$ cat src/rtl/div_pkg.sv
`default_nettype none
// ============================================================================
//  Module      : div_pkg
//  Description : Shared types and constants for the sequential divider.
//  Revision    : 1.0  initial release
// ============================================================================
package div_pkg;

    // Default operand/result width of the divider.
    localparam int DIV_WIDTH = 32;

    // Divider control states.
    typedef enum logic [1:0] {
        IDLE = 2'd0,
        RUN  = 2'd1,
        FIX  = 2'd2
    } div_state_e;

    // Iteration counter width able to hold 0..w.
    function automatic int cnt_width(input int w);
        return $clog2(w + 1);
    endfunction

endpackage : div_pkg
`default_nettype wire

$ cat src/rtl/div_step.sv
`default_nettype none
// ============================================================================
//  Module      : div_step
//  Description : One combinational restoring shift-subtract step.
//  Revision    : 1.0  initial release
// ============================================================================
module div_step
    import div_pkg::*;
#(
    parameter int WIDTH = DIV_WIDTH
) (
    input  logic [WIDTH-1:0] rem_in,
    input  logic             bit_in,
    input  logic [WIDTH-1:0] dvs,
    output logic [WIDTH-1:0] rem_out,
    output logic             q_bit
);

    // Partial remainder after shifting in the next dividend bit. It can need
    // WIDTH+1 bits because the previous remainder is below the divisor.
    logic [WIDTH:0]   w_shift;
    logic [WIDTH:0]   w_dvs_inv;
    logic [WIDTH+1:0] w_sum;
    logic             w_carry;
    logic             w_unused;

    assign w_shift   = {rem_in, bit_in};
    assign w_dvs_inv = ~{1'b0, dvs};

    // Subtract as add-with-inverted-operand plus carry-in; carry out of the
    // WIDTH+1-bit sum means the trial difference is non-negative.
    assign w_sum   = {1'b0, w_shift} + {1'b0, w_dvs_inv} + {{(WIDTH+1){1'b0}}, 1'b1};
    assign w_carry = w_sum[WIDTH+1];

    // A successful trial is below the divisor and a failed one leaves the
    // shifted value below the divisor, so the top bit is always zero here.
    assign rem_out  = w_carry ? w_sum[WIDTH-1:0] : w_shift[WIDTH-1:0];
    assign q_bit    = w_carry;
    assign w_unused = w_sum[WIDTH] ^ w_shift[WIDTH];

endmodule : div_step
`default_nettype wire

$ cat src/rtl/div_seq.sv
`default_nettype none
// ============================================================================
//  Module      : div_seq
//  Description : Iterative signed/unsigned integer divider, one quotient bit
//                per clock, start/busy/done handshake.
//  Revision    : 1.0  initial release
// ============================================================================
module div_seq
    import div_pkg::*;
#(
    parameter int WIDTH = DIV_WIDTH
) (
    input  logic             clk,
    input  logic             rst_n,
    input  logic             start,
    input  logic             is_signed,
    input  logic [WIDTH-1:0] dividend,
    input  logic [WIDTH-1:0] divisor,
    output logic             busy,
    output logic             done,
    output logic [WIDTH-1:0] quotient,
    output logic [WIDTH-1:0] remainder,
    output logic             div_by_zero
);

    localparam int             CW     = cnt_width(WIDTH);
    localparam logic [CW-1:0]  c_last = CW'(WIDTH - 1);

    div_state_e       r_state;
    div_state_e       w_state_nxt;

    logic [CW-1:0]    r_cnt;
    logic [WIDTH-1:0] r_rem;
    logic [WIDTH-1:0] r_quo;
    logic [WIDTH-1:0] r_dvs;
    logic             r_nq;
    logic             r_nr;
    logic             r_dz;

    logic             w_accept;
    logic             w_dvd_neg;
    logic             w_dvs_neg;
    logic [WIDTH-1:0] w_dvd_mag;
    logic [WIDTH-1:0] w_dvs_mag;
    logic             w_dvs_zero;
    logic [WIDTH-1:0] w_rem_nxt;
    logic             w_qbit;

    assign w_accept   = (r_state == IDLE) && start;
    assign w_dvs_zero = (divisor == '0);
    assign w_dvd_neg  = is_signed & dividend[WIDTH-1];
    assign w_dvs_neg  = is_signed & divisor[WIDTH-1];
    assign w_dvd_mag  = w_dvd_neg ? (~dividend + WIDTH'(1)) : dividend;
    assign w_dvs_mag  = w_dvs_neg ? (~divisor  + WIDTH'(1)) : divisor;

    div_step #(
        .WIDTH (WIDTH)
    ) u_step (
        .rem_in  (r_rem),
        .bit_in  (r_quo[WIDTH-1]),
        .dvs     (r_dvs),
        .rem_out (w_rem_nxt),
        .q_bit   (w_qbit)
    );

    // State register.
    always_ff @(posedge clk or negedge rst_n) begin
        if (!rst_n) begin
            r_state <= IDLE;
        end else begin
            r_state <= w_state_nxt;
        end
    end

    // Next-state logic: zero divisor skips the iterations entirely.
    always_comb begin
        w_state_nxt = r_state;
        busy        = 1'b0;
        case (r_state)
            IDLE: begin
                if (start) begin
                    w_state_nxt = w_dvs_zero ? FIX : RUN;
                end
            end
            RUN: begin
                busy = 1'b1;
                if (r_cnt == c_last) begin
                    w_state_nxt = FIX;
                end
            end
            FIX: begin
                busy        = 1'b1;
                w_state_nxt = IDLE;
            end
            default: begin
                w_state_nxt = IDLE;
            end
        endcase
    end

    // Working registers: operand capture and one restore step per RUN cycle.
    always_ff @(posedge clk or negedge rst_n) begin
        if (!rst_n) begin
            r_cnt <= '0;
            r_rem <= '0;
            r_quo <= '0;
            r_dvs <= '0;
            r_nq  <= 1'b0;
            r_nr  <= 1'b0;
            r_dz  <= 1'b0;
        end else if (w_accept) begin
            r_cnt <= '0;
            r_rem <= '0;
            r_dvs <= w_dvs_mag;
            r_nq  <= w_dvd_neg ^ w_dvs_neg;
            r_nr  <= w_dvd_neg;
            r_dz  <= w_dvs_zero;
            // Divide-by-zero reports the dividend untouched, so keep it raw.
            r_quo <= w_dvs_zero ? dividend : w_dvd_mag;
        end else if (r_state == RUN) begin
            r_cnt <= r_cnt + CW'(1);
            r_rem <= w_rem_nxt;
            r_quo <= {r_quo[WIDTH-2:0], w_qbit};
        end
    end

    // Result registers: sign fix-up and done pulse, updated only at FIX.
    always_ff @(posedge clk or negedge rst_n) begin
        if (!rst_n) begin
            done        <= 1'b0;
            quotient    <= '0;
            remainder   <= '0;
            div_by_zero <= 1'b0;
        end else if (r_state == FIX) begin
            done        <= 1'b1;
            div_by_zero <= r_dz;
            if (r_dz) begin
                quotient  <= '1;
                remainder <= r_quo;
            end else begin
                quotient  <= r_nq ? ('0 - r_quo) : r_quo;
                remainder <= r_nr ? ('0 - r_rem) : r_rem;
            end
        end else begin
            done <= 1'b0;
        end
    end

endmodule : div_seq
`default_nettype wire

$ cat config.mk
export PLATFORM = sky130hd
export DESIGN_NAME = div_seq
export DESIGN_NICKNAME = d
export VERILOG_FILES = /design/src/rtl/div_pkg.sv /design/src/rtl/div_step.sv /design/src/rtl/div_seq.sv
export SDC_FILE = /design/constraint.sdc
export NUM_CORES = 1
export LEC_CHECK = 0
export CAP_MARGIN = 5
export CORE_MARGIN = 3
export CORE_UTILIZATION = 48
export CTS_BUF_LIST = sky130_fd_sc_hd__clkbuf_4
export DETAILED_ROUTE_END_ITERATION = 16
export PLACE_DENSITY = 0.7
export SYNTH_ARGS = -nofsm -noshare
export SYNTH_HDL_FRONTEND = slang
export SYNTH_HIERARCHICAL = 1
export SYNTH_SLANG_ARGS = --single-unit
$ cat constraint.sdc
create_clock -name clk -period 5.1 [get_ports clk]
set_input_delay 0.765 -clock clk [delete_from_list [all_inputs] [get_ports clk]]
set_output_delay 0.765 -clock clk [all_outputs]
set_load 0.05 [all_outputs]
==> flow_summary.ini, run 1 <==
[die]
die_area_sq_um = 27500
fp-row-count = 57
ios = 135
core_sq_um = 24700
die_x_microns = 166
start_util = 0.496
die_h_microns = 166

[global_route]
grt_antenna_before_repair = 1
grt_pass1_wl_microns = 55000
gr-usage-all-layers = 0.242
grt_overflow = 0
grt_max_degree = 88
first_global_vias = 10300

[critical_path]
cp.arrival_ns = 3.91
endpoint_kind = flop
crit_required_ns = 5.63
criticalPathCategory = reg2reg
worstPathCellList = ha_1 -> a21oi_1 -> nand2_1 -> o21ai_1 -> a311oi_2 -> nor3_4 -> inv_2 -> and4b_1 -> a211oi_2 -> mux2i_1 -> nor2_1
critPathMaxStageDelay_ns = 0.56
cpMaxStageDelayCell = dfrtp_1
path_max_fanout = 14
start_kind = flop

[finish]
utilization = 0.566
drive_gt1_frac = 0.0655
nFillCells = 2322
final_cells = 1868
area_growth_pct = 14.2
final_nets = 1639

[timing]
fin_crit_sh = 0.663
rsz0062_at_grt = false
worst_slew_pin_slew_ns = 1.11
tns_ns = 0
final_hold_viol_count = 0
setup_viol = 0
slew_viol_final = 0
min_period_ns = 3.38
skew_ns = 0.0348
timing.final.ws_setup_ns = 1.72
fmax_mhz = 296
relSlewSlack = 0.261

[route]
drt_first_pass_iters = 6
wire_per_inst_microns = 18.5
finalWirelength_microns = 34500
vias_per_cell = 5.83
final_antenna_net_count = 0
drt_first_iter_violations = 987
route.detailed.drc = 0
via_count = 10887

[power_and_ir_drop]
p_leak_nw = 5.78
vdd_drop_max_uv = 452
power.density_nw_per_um2 = 560
finalPower_mw = 7.85

[synthesis]
synth_area_leader_cell = dfrtp_1
synth_edf_count = 0
yosys.area.top_type_share = 0.353
synth_cell_types = 74
syn_area_sq_um = 12300
yosysMostFrequentCell = dfrtp_1
ys_ff_latch = 173
synth_nets = 1568
synth_area_leaders = dfrtp_1, o21ai_0, xnor2_1
async_flop_share = 1.00
yosys-top-cells-count = dfrtp_1, nand2_1, nor2_1
synthFlopType = dfrtp_1
syn-instance-count = 1459
yosysSeqAreaShare = 0.353
yosysWarnings = 6
avgSynthCellArea_sq_um = 8.41

[placement]
dp_cells = 1835
place.gp.congestion = 0.936
place_ws_ns = 1.40
port_buffers = 134
place_hpwl_microns = 25800

[cts]
clock_tree.buffer_depth = 2
cts_sinks = 173
hold_buffers = 0
cts_resized = 0
h-tree-depth = 4
cts_setup_buffers = 0
numCtsBuffers = 17
clk_pin_slew_ns = 0.17
cts_tree = done
cts-root-buf = clkbuf_4
clk_latency_ns = 0.60

[worst_hold_path]
hold_class = in2async

[run_status]
status = complete, no violations

[run]
maxCapViolCount = 0
## worst max-delay path: cells and delay by family, from the launching register on
| family | cells | cell delay (ns) |
|---|---|---|
| flip-flops | 1 | 0.56 |
| buffers and inverters | 1 | 0.27 |
| multiplexers | 1 | 0.09 |
| adder cells (fa/ha/maj) | 1 | 0.48 |
| AO/OA/AOI/OAI | 4 | 1.00 |
| AND/OR/NAND/NOR | 4 | 0.90 |
## per-layer routing
metal  vias to the layer above  share of wire  track usage  wire length (microns)
li1                       5342              -            -                      -
met2                       283           0.46        0.392                  16000
met4                         0          0.016       0.0568                    549
met3                        44          0.045       0.0336                   1560
met1                      5218           0.47        0.347                  16400
met5                         -              0            0                      0
## final cells by class
type                       count  area (sq um)  area share
multi-input combinational   1125          7330       0.523
sequential                   173          4330       0.309
timing repair buffer         143          1410       0.101
tap                          324           405      0.0289
inverter                      70           263      0.0188
clock inverter                15           143      0.0102
clock buffer                  17           128     0.00911
antenna                        1          2.50    0.000179
## cell families after synthesis
family          synth area share
simple gates               0.188
compound gates             0.211
flops                      0.353
buf+inv                   0.0526
xor+xnor                   0.101
mux                       0.0526
fa+ha+maj                 0.0424
## registers in the layout (all words and copies together), names as in the netlist
signal       cells
r_quo           32
r_state          2
done             1
div_by_zero      1
quotient        32
r_rem           32
r_dz             1
remainder       32
r_nq             1
r_dvs           32
r_cnt            6
r_nr             1
## worst paths after layout
kind	slack (ns)	from	to	cells after the start
setup / recovery	1.72	r_rem[3]	r_rem[31]	11
hold / removal	0.19	rst_n	remainder[15]	1
setup reg to reg	1.72	r_rem[3]	r_rem[31]	11
hold reg to reg	0.49	r_dvs[6]	r_dvs[6]	2
max in group asynchronous	3.79	rst_n	r_rem[5]	2
min in group clk	0.49	r_dvs[6]	r_dvs[6]	2
## cell usage in the layout (no fill, tap or decap), types with 20 or more instances in the layout
cell type        synthesis  layout
ha_1                    40      38
mux2_2                  20      20
o21ai_0                128     128
dfrtp_1                173     173
inv_1                   68      68
mux2i_1                 39      39
nor2_1                 131     131
xnor2_1                 71      71
a211oi_1                38      38
nor3_1                  47      47
a21oi_1                101     101
nand2_1                145     144
o31ai_1                 30      30
nor2b_1                 38      37
xor2_1                  70      70
or4_1                   20      20
clkdlybuf4s50_1          0     133
## where the power goes
| part | switching (mW) | leakage [nW] | internal, mW |
|---|---|---|---|
| clock | 0.557 | 0.151 | 0.219 |
| sequential | 0.702 | 2.15 | 1.89 |
| combinational | 2.81 | 3.48 | 1.67 |
## metrics by stage
| step | instance area, sq um | hold slack, ns |
|---|---|---|
| after floorplan | 12300 | 0.439 |
| after global placement | 13700 | 0.454 |
| after detailed placement | 13700 | 0.457 |
| after CTS | 14000 | 0.205 |
| after global routing | 14000 | 0.226 |
| final | 14000 | 0.192 |
(Power assumes the default switching activity.)
==> run 2, diff against run 1 <==
--- a/config.mk
+++ b/config.mk
@@ -10,7 +10,7 @@
 export CORE_UTILIZATION = 48
 export CTS_BUF_LIST = sky130_fd_sc_hd__clkbuf_4
 export DETAILED_ROUTE_END_ITERATION = 16
-export PLACE_DENSITY = 0.7
+export PLACE_DENSITY = 0.72
 export SYNTH_ARGS = -nofsm -noshare
 export SYNTH_HDL_FRONTEND = slang
 export SYNTH_HIERARCHICAL = 1
==> constraint.sdc (replaced) <==
create_clock -name clk -period 2.93 [get_ports clk]
set_input_delay 0.4395 -clock clk [delete_from_list [all_inputs] [get_ports clk]]
set_output_delay 0.4395 -clock clk [all_outputs]
set_load 0.05 [all_outputs]
==> run 2 against run 1 <==
Effect of this change:
- via count rose by 4.5%
- global-route usage rose by 0.91 points
- register-to-register slack got worse by 1.6 ns
- critical path type unchanged
==> flow_summary.ini, run 2 (synthesis results as in run 1) <==
[critical_path]
crit_required_ns = 3.42
endpoint_kind = flop
criticalPathCategory = reg2reg
start_kind = flop
path_max_fanout = 6
reg2reg_from = r_rem[20]
cp.arrival_ns = 3.31
cp-startpoint = r_rem[20]

[die]
die_area_sq_um = 27500
fp-row-count = 57
die_x_microns = 166
die_h_microns = 166
ios = 135
core_sq_um = 24700
start_util = 0.496

[timing]
slew_viol_final = 0
relSlewSlack = 0.288
final_hold_viol_count = 0
setup_viol = 0
hold_slack_ns = 0.421
fin_crit_sh = 0.960
min_period_ns = 2.81
worst_slew_pin_slew_ns = 1.07
tns_ns = 0
skew_ns = 0.0265
fmax_mhz = 356

[global_route]
grt_overflow = 0
met2_usage = 0.401
grtUsageMet1 = 0.355
grt_use_met3 = 0.0319
grt_busiest_layer = met2
gr-usage-all-layers = 0.251
grt_pass1_wl_microns = 57100
grt_max_degree = 96
first_global_vias = 10777
grt_antenna_before_repair = 1

[placement]
place_hpwl_microns = 27300
place.gp.congestion = 0.975
port_buffers = 134

[route]
vias_per_cell = 5.79
wire_per_inst_microns = 18.1
route.detailed.drc = 0
via_count = 11372
drt_first_iter_violations = 1037
drt_first_pass_iters = 5
final_antenna_net_count = 0
finalWirelength_microns = 35600

[cts]
clock_tree.buffer_depth = 2
cts_sinks = 173
numCtsBuffers = 17
h-tree-depth = 4
clk_latency_ns = 0.61
cts_tree = done
cts-root-buf = clkbuf_4
clk_pin_slew_ns = 0.17

[power_and_ir_drop]
p_leak_nw = 6.28
power_switching_mw = 7.26
p_clk_frac = 0.100
sequentialPowerShare = 0.283
power_frac_comb = 0.616
sw_frac_of_total = 0.507
vdd_drop_max_uv = 760
p_int_mw = 7.07
power.density_nw_per_um2 = 965

[finish]
final_nets = 1736
layout_common_cells = dfrtp_1, nand2_1, clkdlybuf4s50_1, nor2_1, o21ai_0
drive_gt1_frac = 0.125
nFillCells = 2200
final_common_cell = dfrtp_1
area_growth_pct = 21.0

[worst_hold_path]
hold_class = in2async

[run]
maxCapViolCount = 0

[run_status]
status = complete, no violations
-- run 2: power by group through the flow --
| stage | clock network [mW] | registers (mW) | logic, mW |
|---|---|---|---|
| after CTS | 1.48 | 4.05 | 8.72 |
| after global placement | 0 | 4.06 | 8.57 |
| after floorplan | 0 | 5.26 | 4.62 |
| final | 1.44 | 4.06 | 8.83 |
| after global routing | 1.57 | 4.18 | 9.54 |
| after detailed placement | 0 | 4.10 | 8.68 |
-- run 2: what timing repair did --
item,CTS,global route
hold endpoints to repair,72,0
gates resized for setup,0,17
buffers inserted,0,1
hold buffers,1,0
endpoints found under the setup margin,0,14
-- run 2: layout make-up --
class                      instances  area [sq um]  share of cell area
multi-input combinational       1125          7340               0.495
timing repair buffer             240          2210               0.149
tap                              324           405              0.0273
clock buffer                      17           128             0.00860
sequential                       173          4330               0.292
antenna                            1          2.50            0.000169
clock inverter                    14           156              0.0105
inverter                          70           265              0.0179
-- run 2: worst paths after layout --
check                                 to  slack (ns)  cells past startpoint
min reg2reg                     r_dvs[6]        0.49                      2
min                            r_rem[12]        0.42                      2
max                        remainder[29]        0.12                      6
min in group clk                r_dvs[6]        0.49                      2
max reg2reg                remainder[29]        0.12                      6
max in group asynchronous       r_quo[6]        1.73                      3
-- run 2: worst max-delay path, cell delays in order, from the launching register on --
cell and delay (ns):
dfrtp_1 0.50, or4_4 0.60, or4_1 0.47, or4_4 0.49, o41ai_2 0.33, xor2_1 0.21, o21ai_0 0.10
-- run 2: per-stage QoR --
stage | power [mW] | utilization | worst slack, ns | area, sq um | instances
6_report | 14.3 | 0.600 | 0.118 | 14800 | 1964
3_3_place_gp | 12.6 | 0.586 | 0.0799 | 14500 | 1930
3_5_place_dp | 12.8 | 0.586 | -0.0102 | 14500 | 1930
4_1_cts | 14.2 | 0.598 | 0.0485 | 14800 | 1962
5_1_grt | 15.3 | 0.600 | -0.0186 | 14800 | 1964
2_1_floorplan | 9.88 | - | 0.311 | 12300 | 1459
-- run 2: layer usage --
layer | wire length (microns) | vias up
met4 | 905 | 0
met5 | 0 | -
met1 | 16600 | 5387
met2 | 16100 | 389
met3 | 2030 | 57
li1 | - | 5539
